**src/rtl/mem_port_arbiter_if.sv**
```systemverilog
// mem_port_arbiter_if: bundle of requester-side and memory-side signals of
// the shared memory port arbiter.
//   slave  : the arbiter's view (requests/memory responses in, grants/beats out)
//   master : the surrounding pipeline / memory view (the opposite directions)
// Handshake: a beat moves from requester i to memory in a cycle where
// mem_req and mem_ack are both high; req_accept[i] marks that same cycle.
// Read data returns in order on mem_rvalid and is routed on rsp_valid.
interface mem_port_arbiter_if #(
  parameter int NUM_REQ = 3,
  parameter int ADDR_W  = 14
);
  logic [NUM_REQ-1:0]        req_valid;
  logic [NUM_REQ-1:0]        req_lock;
  logic [NUM_REQ-1:0]        req_wr;
  logic [NUM_REQ*ADDR_W-1:0] req_addr;
  logic [NUM_REQ*32-1:0]     req_wdata;
  logic [NUM_REQ-1:0]        req_grant;
  logic [NUM_REQ-1:0]        req_accept;
  logic [NUM_REQ-1:0]        rsp_valid;
  logic [31:0]               rsp_data;
  logic                      mem_req;
  logic                      mem_wr;
  logic [ADDR_W-1:0]         mem_addr;
  logic [31:0]               mem_wdata;
  logic                      mem_ack;
  logic                      mem_rvalid;
  logic [31:0]               mem_rdata;
  logic                      busy;
  logic                      err_unexpected;
  logic                      state_dbg;  // 0 = IDLE, 1 = BUSY

  modport slave (
    input  req_valid, req_lock, req_wr, req_addr, req_wdata,
    input  mem_ack, mem_rvalid, mem_rdata,
    output req_grant, req_accept, rsp_valid, rsp_data,
    output mem_req, mem_wr, mem_addr, mem_wdata,
    output busy, err_unexpected, state_dbg
  );

  modport master (
    output req_valid, req_lock, req_wr, req_addr, req_wdata,
    output mem_ack, mem_rvalid, mem_rdata,
    input  req_grant, req_accept, rsp_valid, rsp_data,
    input  mem_req, mem_wr, mem_addr, mem_wdata,
    input  busy, err_unexpected, state_dbg
  );
endinterface

```
**src/rtl/mem_port_arbiter.sv**
```systemverilog
// mem_port_arbiter: shares one external memory port between NUM_REQ
// requesters (0 = template fetch, 1 = window fetch, 2 = result write-back).
// Round-robin grant with burst locking, and an in-order read-tag FIFO that
// steers returning read data to the requester that issued each read.
// Ports:
//   clk  - system clock
//   rst  - synchronous, active-high reset
//   bus  - mem_port_arbiter_if.slave: requester inputs, grant/accept/response
//          outputs, memory port, busy, sticky err_unexpected, state_dbg
// Handshake (valid/ready): while BUSY, the owner's req_valid drives mem_req
// (unless a read would overflow the tag FIFO); a beat transfers only in a
// cycle with mem_req & mem_ack, and req_accept[owner] is high exactly then.
module mem_port_arbiter #(
  parameter int NUM_REQ   = 3,
  parameter int ADDR_W    = 14,
  parameter int MAX_BURST = 16,
  parameter int MAX_OUT   = 4
) (
  input  logic              clk,
  input  logic              rst,
  mem_port_arbiter_if.slave bus
);

  localparam int OWN_W  = (NUM_REQ > 1) ? $clog2(NUM_REQ) : 1;
  localparam int BEAT_W = (MAX_BURST > 1) ? $clog2(MAX_BURST) : 1;
  localparam int PTR_W  = (MAX_OUT > 1) ? $clog2(MAX_OUT) : 1;
  localparam int CNT_W  = PTR_W + 1;

  typedef enum logic {IDLE = 1'b0, BUSY = 1'b1} state_t;

  function automatic logic [NUM_REQ-1:0] onehot(input logic [OWN_W-1:0] idx);
    onehot = '0;
    onehot[idx] = 1'b1;
  endfunction

  state_t               state, state_d;
  logic [OWN_W-1:0]     owner, owner_d;
  logic [OWN_W-1:0]     rr_ptr, rr_d;
  logic [NUM_REQ-1:0]   grant, grant_d;
  logic [BEAT_W-1:0]    beat_cnt, beat_d;
  logic                 err_q;

  logic [OWN_W-1:0]     tag_mem [MAX_OUT];
  logic [PTR_W-1:0]     wr_ptr, rd_ptr;
  logic [CNT_W-1:0]     count;

  logic [OWN_W-1:0]     winner;
  logic                 found;
  int                   idx;

  logic                 cur_valid, cur_lock, cur_wr;
  logic [ADDR_W-1:0]    cur_addr;
  logic [31:0]          cur_wdata;

  logic                 in_busy, fifo_full, fifo_empty, fifo_full_stall;
  logic                 mem_req_w, transfer, push, pop, release_now;

  // Round-robin search: first requester after rr_ptr, wrapping.
  always_comb begin
    winner = '0;
    found  = 1'b0;
    idx    = 0;
    for (int k = 1; k <= NUM_REQ; k++) begin
      idx = (int'(rr_ptr) + k) % NUM_REQ;
      if (!found && bus.req_valid[idx]) begin
        winner = OWN_W'(idx);
        found  = 1'b1;
      end
    end
  end

  // Owner's request slice.
  always_comb begin
    cur_valid = 1'b0;
    cur_lock  = 1'b0;
    cur_wr    = 1'b0;
    cur_addr  = '0;
    cur_wdata = '0;
    for (int i = 0; i < NUM_REQ; i++) begin
      if (owner == OWN_W'(i)) begin
        cur_valid = bus.req_valid[i];
        cur_lock  = bus.req_lock[i];
        cur_wr    = bus.req_wr[i];
        cur_addr  = bus.req_addr[i*ADDR_W +: ADDR_W];
        cur_wdata = bus.req_wdata[i*32 +: 32];
      end
    end
  end

  assign in_busy    = (state == BUSY);
  assign fifo_full  = (count == CNT_W'(MAX_OUT));
  assign fifo_empty = (count == '0);
  // Only reads need a tag slot; writes go through even with a full FIFO.
  assign fifo_full_stall = fifo_full & ~cur_wr;
  assign mem_req_w  = in_busy & cur_valid & ~fifo_full_stall;
  assign transfer   = mem_req_w & bus.mem_ack;
  // A read transfer implies the FIFO was not full, so a same-cycle pop can
  // never make room for a push that the stall already refused.
  assign push       = transfer & ~cur_wr;
  assign pop        = bus.mem_rvalid & ~fifo_empty;

  assign release_now = (transfer && (!cur_lock || beat_cnt == BEAT_W'(MAX_BURST-1)))
                     || (!cur_valid && !cur_lock);

  // Next-state logic.
  always_comb begin
    state_d = state;
    owner_d = owner;
    grant_d = grant;
    rr_d    = rr_ptr;
    beat_d  = beat_cnt;
    case (state)
      IDLE: begin
        if (found) begin
          owner_d = winner;
          grant_d = onehot(winner);
          state_d = BUSY;
        end
      end
      BUSY: begin
        if (release_now) begin
          state_d = IDLE;
          grant_d = '0;
          rr_d    = owner;
          beat_d  = '0;
        end else if (transfer) begin
          beat_d = beat_cnt + 1'b1;
        end
      end
      default: state_d = IDLE;
    endcase
  end

  always_ff @(posedge clk) begin
    if (rst) begin
      state    <= IDLE;
      owner    <= '0;
      grant    <= '0;
      rr_ptr   <= OWN_W'(NUM_REQ-1);
      beat_cnt <= '0;
    end else begin
      state    <= state_d;
      owner    <= owner_d;
      grant    <= grant_d;
      rr_ptr   <= rr_d;
      beat_cnt <= beat_d;
    end
  end

  // Tag FIFO pointers and occupancy.
  always_ff @(posedge clk) begin
    if (rst) begin
      wr_ptr <= '0;
      rd_ptr <= '0;
      count  <= '0;
      err_q  <= 1'b0;
    end else begin
      if (push) wr_ptr <= wr_ptr + 1'b1;
      if (pop)  rd_ptr <= rd_ptr + 1'b1;
      case ({push, pop})
        2'b10:   count <= count + 1'b1;
        2'b01:   count <= count - 1'b1;
        default: count <= count;
      endcase
      if (bus.mem_rvalid && fifo_empty) err_q <= 1'b1;
    end
  end

  // Tag storage needs no reset: entries are only read behind a valid count.
  always_ff @(posedge clk) begin
    if (push) tag_mem[wr_ptr] <= owner;
  end

  assign bus.req_grant      = grant;
  assign bus.req_accept     = transfer ? onehot(owner) : '0;
  assign bus.rsp_valid      = pop ? onehot(tag_mem[rd_ptr]) : '0;
  assign bus.rsp_data       = bus.mem_rdata;
  assign bus.mem_req        = mem_req_w;
  assign bus.mem_wr         = in_busy & cur_wr;
  assign bus.mem_addr       = in_busy ? cur_addr : '0;
  assign bus.mem_wdata      = in_busy ? cur_wdata : '0;
  assign bus.busy           = in_busy | ~fifo_empty;
  assign bus.err_unexpected = err_q;
  assign bus.state_dbg      = logic'(state);

endmodule

```
**src/flat_wrapper.sv**
```systemverilog
// flat-port wrapper written by rule: the top's interface ports become plain ports
module mem_port_arbiter_flat 
#(
  parameter int NUM_REQ   = 3,
  parameter int ADDR_W    = 14,
  parameter int MAX_BURST = 16,
  parameter int MAX_OUT   = 4
)
  (clk, rst, bus_req_valid, bus_req_lock, bus_req_wr, bus_req_addr, bus_req_wdata, bus_mem_ack, bus_mem_rvalid, bus_mem_rdata, bus_req_grant, bus_req_accept, bus_rsp_valid, bus_rsp_data, bus_mem_req, bus_mem_wr, bus_mem_addr, bus_mem_wdata, bus_busy, bus_err_unexpected, bus_state_dbg);
  mem_port_arbiter_if #(.NUM_REQ(NUM_REQ), .ADDR_W(ADDR_W)) bus_i ();
  input  logic clk;
  input  logic rst;
  input wire logic [$bits(bus_i.req_valid)-1:0] bus_req_valid;
  input wire logic [$bits(bus_i.req_lock)-1:0] bus_req_lock;
  input wire logic [$bits(bus_i.req_wr)-1:0] bus_req_wr;
  input wire logic [$bits(bus_i.req_addr)-1:0] bus_req_addr;
  input wire logic [$bits(bus_i.req_wdata)-1:0] bus_req_wdata;
  input wire logic [$bits(bus_i.mem_ack)-1:0] bus_mem_ack;
  input wire logic [$bits(bus_i.mem_rvalid)-1:0] bus_mem_rvalid;
  input wire logic [$bits(bus_i.mem_rdata)-1:0] bus_mem_rdata;
  output wire logic [$bits(bus_i.req_grant)-1:0] bus_req_grant;
  output wire logic [$bits(bus_i.req_accept)-1:0] bus_req_accept;
  output wire logic [$bits(bus_i.rsp_valid)-1:0] bus_rsp_valid;
  output wire logic [$bits(bus_i.rsp_data)-1:0] bus_rsp_data;
  output wire logic [$bits(bus_i.mem_req)-1:0] bus_mem_req;
  output wire logic [$bits(bus_i.mem_wr)-1:0] bus_mem_wr;
  output wire logic [$bits(bus_i.mem_addr)-1:0] bus_mem_addr;
  output wire logic [$bits(bus_i.mem_wdata)-1:0] bus_mem_wdata;
  output wire logic [$bits(bus_i.busy)-1:0] bus_busy;
  output wire logic [$bits(bus_i.err_unexpected)-1:0] bus_err_unexpected;
  output wire logic [$bits(bus_i.state_dbg)-1:0] bus_state_dbg;
  assign bus_i.req_valid = bus_req_valid;
  assign bus_i.req_lock = bus_req_lock;
  assign bus_i.req_wr = bus_req_wr;
  assign bus_i.req_addr = bus_req_addr;
  assign bus_i.req_wdata = bus_req_wdata;
  assign bus_i.mem_ack = bus_mem_ack;
  assign bus_i.mem_rvalid = bus_mem_rvalid;
  assign bus_i.mem_rdata = bus_mem_rdata;
  assign bus_req_grant = bus_i.req_grant;
  assign bus_req_accept = bus_i.req_accept;
  assign bus_rsp_valid = bus_i.rsp_valid;
  assign bus_rsp_data = bus_i.rsp_data;
  assign bus_mem_req = bus_i.mem_req;
  assign bus_mem_wr = bus_i.mem_wr;
  assign bus_mem_addr = bus_i.mem_addr;
  assign bus_mem_wdata = bus_i.mem_wdata;
  assign bus_busy = bus_i.busy;
  assign bus_err_unexpected = bus_i.err_unexpected;
  assign bus_state_dbg = bus_i.state_dbg;
  mem_port_arbiter #(.NUM_REQ(NUM_REQ), .ADDR_W(ADDR_W), .MAX_BURST(MAX_BURST), .MAX_OUT(MAX_OUT)) u_core (.clk(clk), .rst(rst), .bus(bus_i));
endmodule
```
**config.mk**
```make
export PLATFORM = sky130hd
export DESIGN_NAME = mem_port_arbiter_flat
export DESIGN_NICKNAME = d
export VERILOG_FILES = /design/src/rtl/mem_port_arbiter_if.sv /design/src/rtl/mem_port_arbiter.sv /design/src/flat_wrapper.sv
export SDC_FILE = /design/constraint.sdc
export NUM_CORES = 1
export LEC_CHECK = 0
export CORE_AREA = 2 2 106 108
export CTS_CLUSTER_SIZE = 16
export DETAILED_ROUTE_END_ITERATION = 6
export DIE_AREA = 0 0 108 110
export PLACE_DENSITY = 0.74
export SLEW_MARGIN = 40
export SYNTH_ARGS = -nofsm -noshare
export SYNTH_HDL_FRONTEND = slang
export SYNTH_SLANG_ARGS = --single-unit
```
**constraint.sdc**
```tcl
create_clock -name clk -period 5.6 [get_ports clk]
set_clock_uncertainty 0.1 [all_clocks]
set_input_delay 0.84 -clock clk [delete_from_list [all_inputs] [get_ports clk]]
set_output_delay 0.84 -clock clk [all_outputs]
set_load 0.01 [all_outputs]
```
==> flow_metrics.tcl <==
set metrics [dict create \
    grt_pass1_wl_um 18200 \
    grt_max_degree 51 \
    drv_slew 0 \
    root_buffer "clkbuf_8" \
    rsz0062_at_grt "false" \
    dr.pass1.iters 6 \
    cts_tree "done" \
    area_delta_synth_final_pct 71.3 \
    cts_buffer_depth 2 \
    place_area_um2 5000 \
    fp.dieH_um 110 \
    drv_cap 0 \
    dr_total_vias 3461 \
    antenna_found_initial 0 \
    cp.required_ns 4.66 \
    cp_num_buf_inv 2 \
    top_layer "met4" \
    crit_path_max_incr_delay_ns 0.69 \
    cp.arrival_ns 2.87 \
    antenna_cells 0 \
    htree_levels 2 \
    worstPathCellList "buf_4 > nand3b_1 > o22ai_2 > nand2_2 > nor3b_1 > clkdlybuf4s50_1" \
    netlist_top_cells_area "mux2i_1 18%, dfxtp_1 15%, nor2_1 14%, a21oi_1 9.8%, buf_4 8.4%" \
    portBuffers 210 \
    hpwl_um 9590 \
    setup_tns_ns 0 \
    drtIter0Drc 142 \
    setup_viol 0 \
    worst-path-max-fanout 34 \
    total_power_mw 0.896 \
    avgSynthCellArea_um2 7.29 \
    final_area_um2 5080 \
    max_freq_ghz 0.263 \
    dr_wl_met3_um 1090 \
    cts-resized-gates 0 \
    die_area_um2 11900 \
    grt_pass1_vias 3430 \
    place_congestion 0.844 \
    cts_buffers 5 \
    wl_per_cell_um 17.1 \
    clk_pin_slew_worst_paths_ns 0.06 \
    hold_viol 0 \
    powerDensity_nw_per_um2 176 \
    fin_crit_ns 3.81 \
    ant_nets 0 \
    track_usage 0.196 \
    vias_per_cell 4.85 \
    yosysTopAreaCell "mux2i_1" \
    wirelength_um 12200 \
    clkSinkCount 30 \
    fin_crit_sh 0.680 \
    mostFrequentLayoutCells "209 x clkdlybuf4s50_1, 107 x nor2_1, 58 x a21oi_1" \
    yosys.cell_types.count 43 \
    status "complete, no violations" \
    mostFrequentLayoutCell "clkdlybuf4s50_1" \
    synth_top_cell_area_share 0.179 \
    drc 0 \
    syn_nets 599 \
    std_cell_rows 38 \
    synth_edf_count 8 \
    ys_seq_area_frac 0.229 \
    clk_latency_ns 0.28 \
    cts_hold_buf 0 \
    synthCells 407 \
    start_util 0.277 \
    crit_slowest_cell "dfxtp_2" \
    endpoint_kind "output port" \
    ys_async_sr_fraction 0 \
    instances_no_fill 713 \
    pin_count 275 \
    irDropWorstVdd_mv 0.110 \
    ys.warnings.count 0 \
    coreArea_um2 10700 \
    ys_ff_latch 30 \
    hold_class "reg -> reg" \
    post-place-cells 705 \
    final_nets 764 \
    multi_input_area_um2 1900 \
    critical_path_class "reg -> out" \
    final-seq-area_um2 686 \
    drive_gt1_frac 0.0384 \
    hold_ws_ns 0.380 \
    met2_length_um 6130 \
    tightest_slew_ns 0.680 \
    syn_area_um2 2970 \
    ys.flop_type "dfxtp_1" \
    dieWidth_um 108 \
    startpoint_type "flip-flop" \
    p_leak_nw 1.80 \
    maxSlewHeadroom 0.535 \
    grt.overflow.total 0 \
    post_cts_buffers 0 \
    critPathTopFamily "buffers and inverters" \
    routedLengthMet1_um 4880 \
    n_fill_cell 1076 \
]
[registers in the layout, summed over array words and instances (netlist names), named ones only]
register	cells
u_core.bus.req_grant	3
u_core.count	3
u_core.bus.err_unexpected	1
u_core.rd_ptr	2
u_core.beat_cnt	4
u_core.tag_mem	8
u_core.owner	2
u_core.rr_ptr	2
u_core.wr_ptr	2
u_core.bus.state_dbg	1
[path summary, 6_finish.rpt]
kind,start,end,slack (ns),cells after the start
min,u_core.bus.req_grant[1]$_SDFFE_PP0P_,u_core.bus.req_grant[1]$_SDFFE_PP0P_,0.38,2
max reg2reg,u_core.owner[0]$_SDFFE_PP0P_,u_core.count[2]$_SDFFE_PP0P_,2.30,11
min reg2reg,u_core.bus.req_grant[1]$_SDFFE_PP0P_,u_core.bus.req_grant[1]$_SDFFE_PP0P_,0.38,2
max,u_core.owner[0]$_SDFFE_PP0P_,bus_req_accept[2],1.79,6
[worst min-delay path: cells and delay by family, from the launching register on]
kind	cells	cell delay, ns
flops	1	0.31
simple gates	1	0.07
compound gates	1	0.05
[cells by family after synthesis]
| family | count (synthesis) | share of synthesized area |
|---|---|---|
| xor gates and xnor gates | 5 | 0.0148 |
| adders and majority gates | 10 | 0.0439 |
| AOI/OAI and AO/OA | 75 | 0.141 |
| muxes | 55 | 0.194 |
| DFF | 30 | 0.229 |
| and+or+nand+nor | 162 | 0.245 |
| buffers and inverters | 70 | 0.132 |
[layer usage]
metal  vias to the layer above  track usage
li1                       1687            -
met1                      1606        0.246
met2                       161        0.349
met3                         7       0.0494
met4                         0       0.0220
met5                         -            0
[report_power, final]
part           total (mW)  internal, mW  leakage, nW  switching, mW
registers           0.262         0.237        0.249         0.0247
clock network       0.166        0.0852       0.0426         0.0806
logic               0.468         0.267         1.51          0.202
[synthesized netlist by cell type, types with 2 or more instances]
cell / n
mux2i_1: 53
clkbuf_1: 17
edfxtp_1: 8
nand3_1: 7
nor2_1: 107
a21oi_1: 58
nor3_1: 6
and2_1: 6
buf_2: 3
nand2b_1: 6
or4_1: 3
xor2_1: 3
nand3b_1: 3
nand2_1: 10
dfxtp_1: 22
nor3b_1: 4
xnor2_1: 2
inv_1: 13
ha_1: 8
o211ai_1: 2
o22ai_1: 2
o21ai_0: 4
buf_4: 33
buf_1: 4
and3_1: 3
nor2b_1: 2
mux4_2: 2
[layout make-up]
type	count	area share
clock buffer	6	0.0143
clock inverter	2	0.00172
inverter	13	0.00960
multi-input combinational	307	0.375
sequential	30	0.135
tap	140	0.0345
timing repair buffer	215	0.430
[per-stage QoR]
stage | setup slack, ns | utilization
after floorplan | 2.86 | -
after global placement | 1.89 | 0.461
after detailed placement | 1.85 | 0.468
after CTS | 1.77 | 0.475
after global routing | 1.57 | 0.475
final | 1.79 | 0.475
Power figures use the tool's default switching activity.
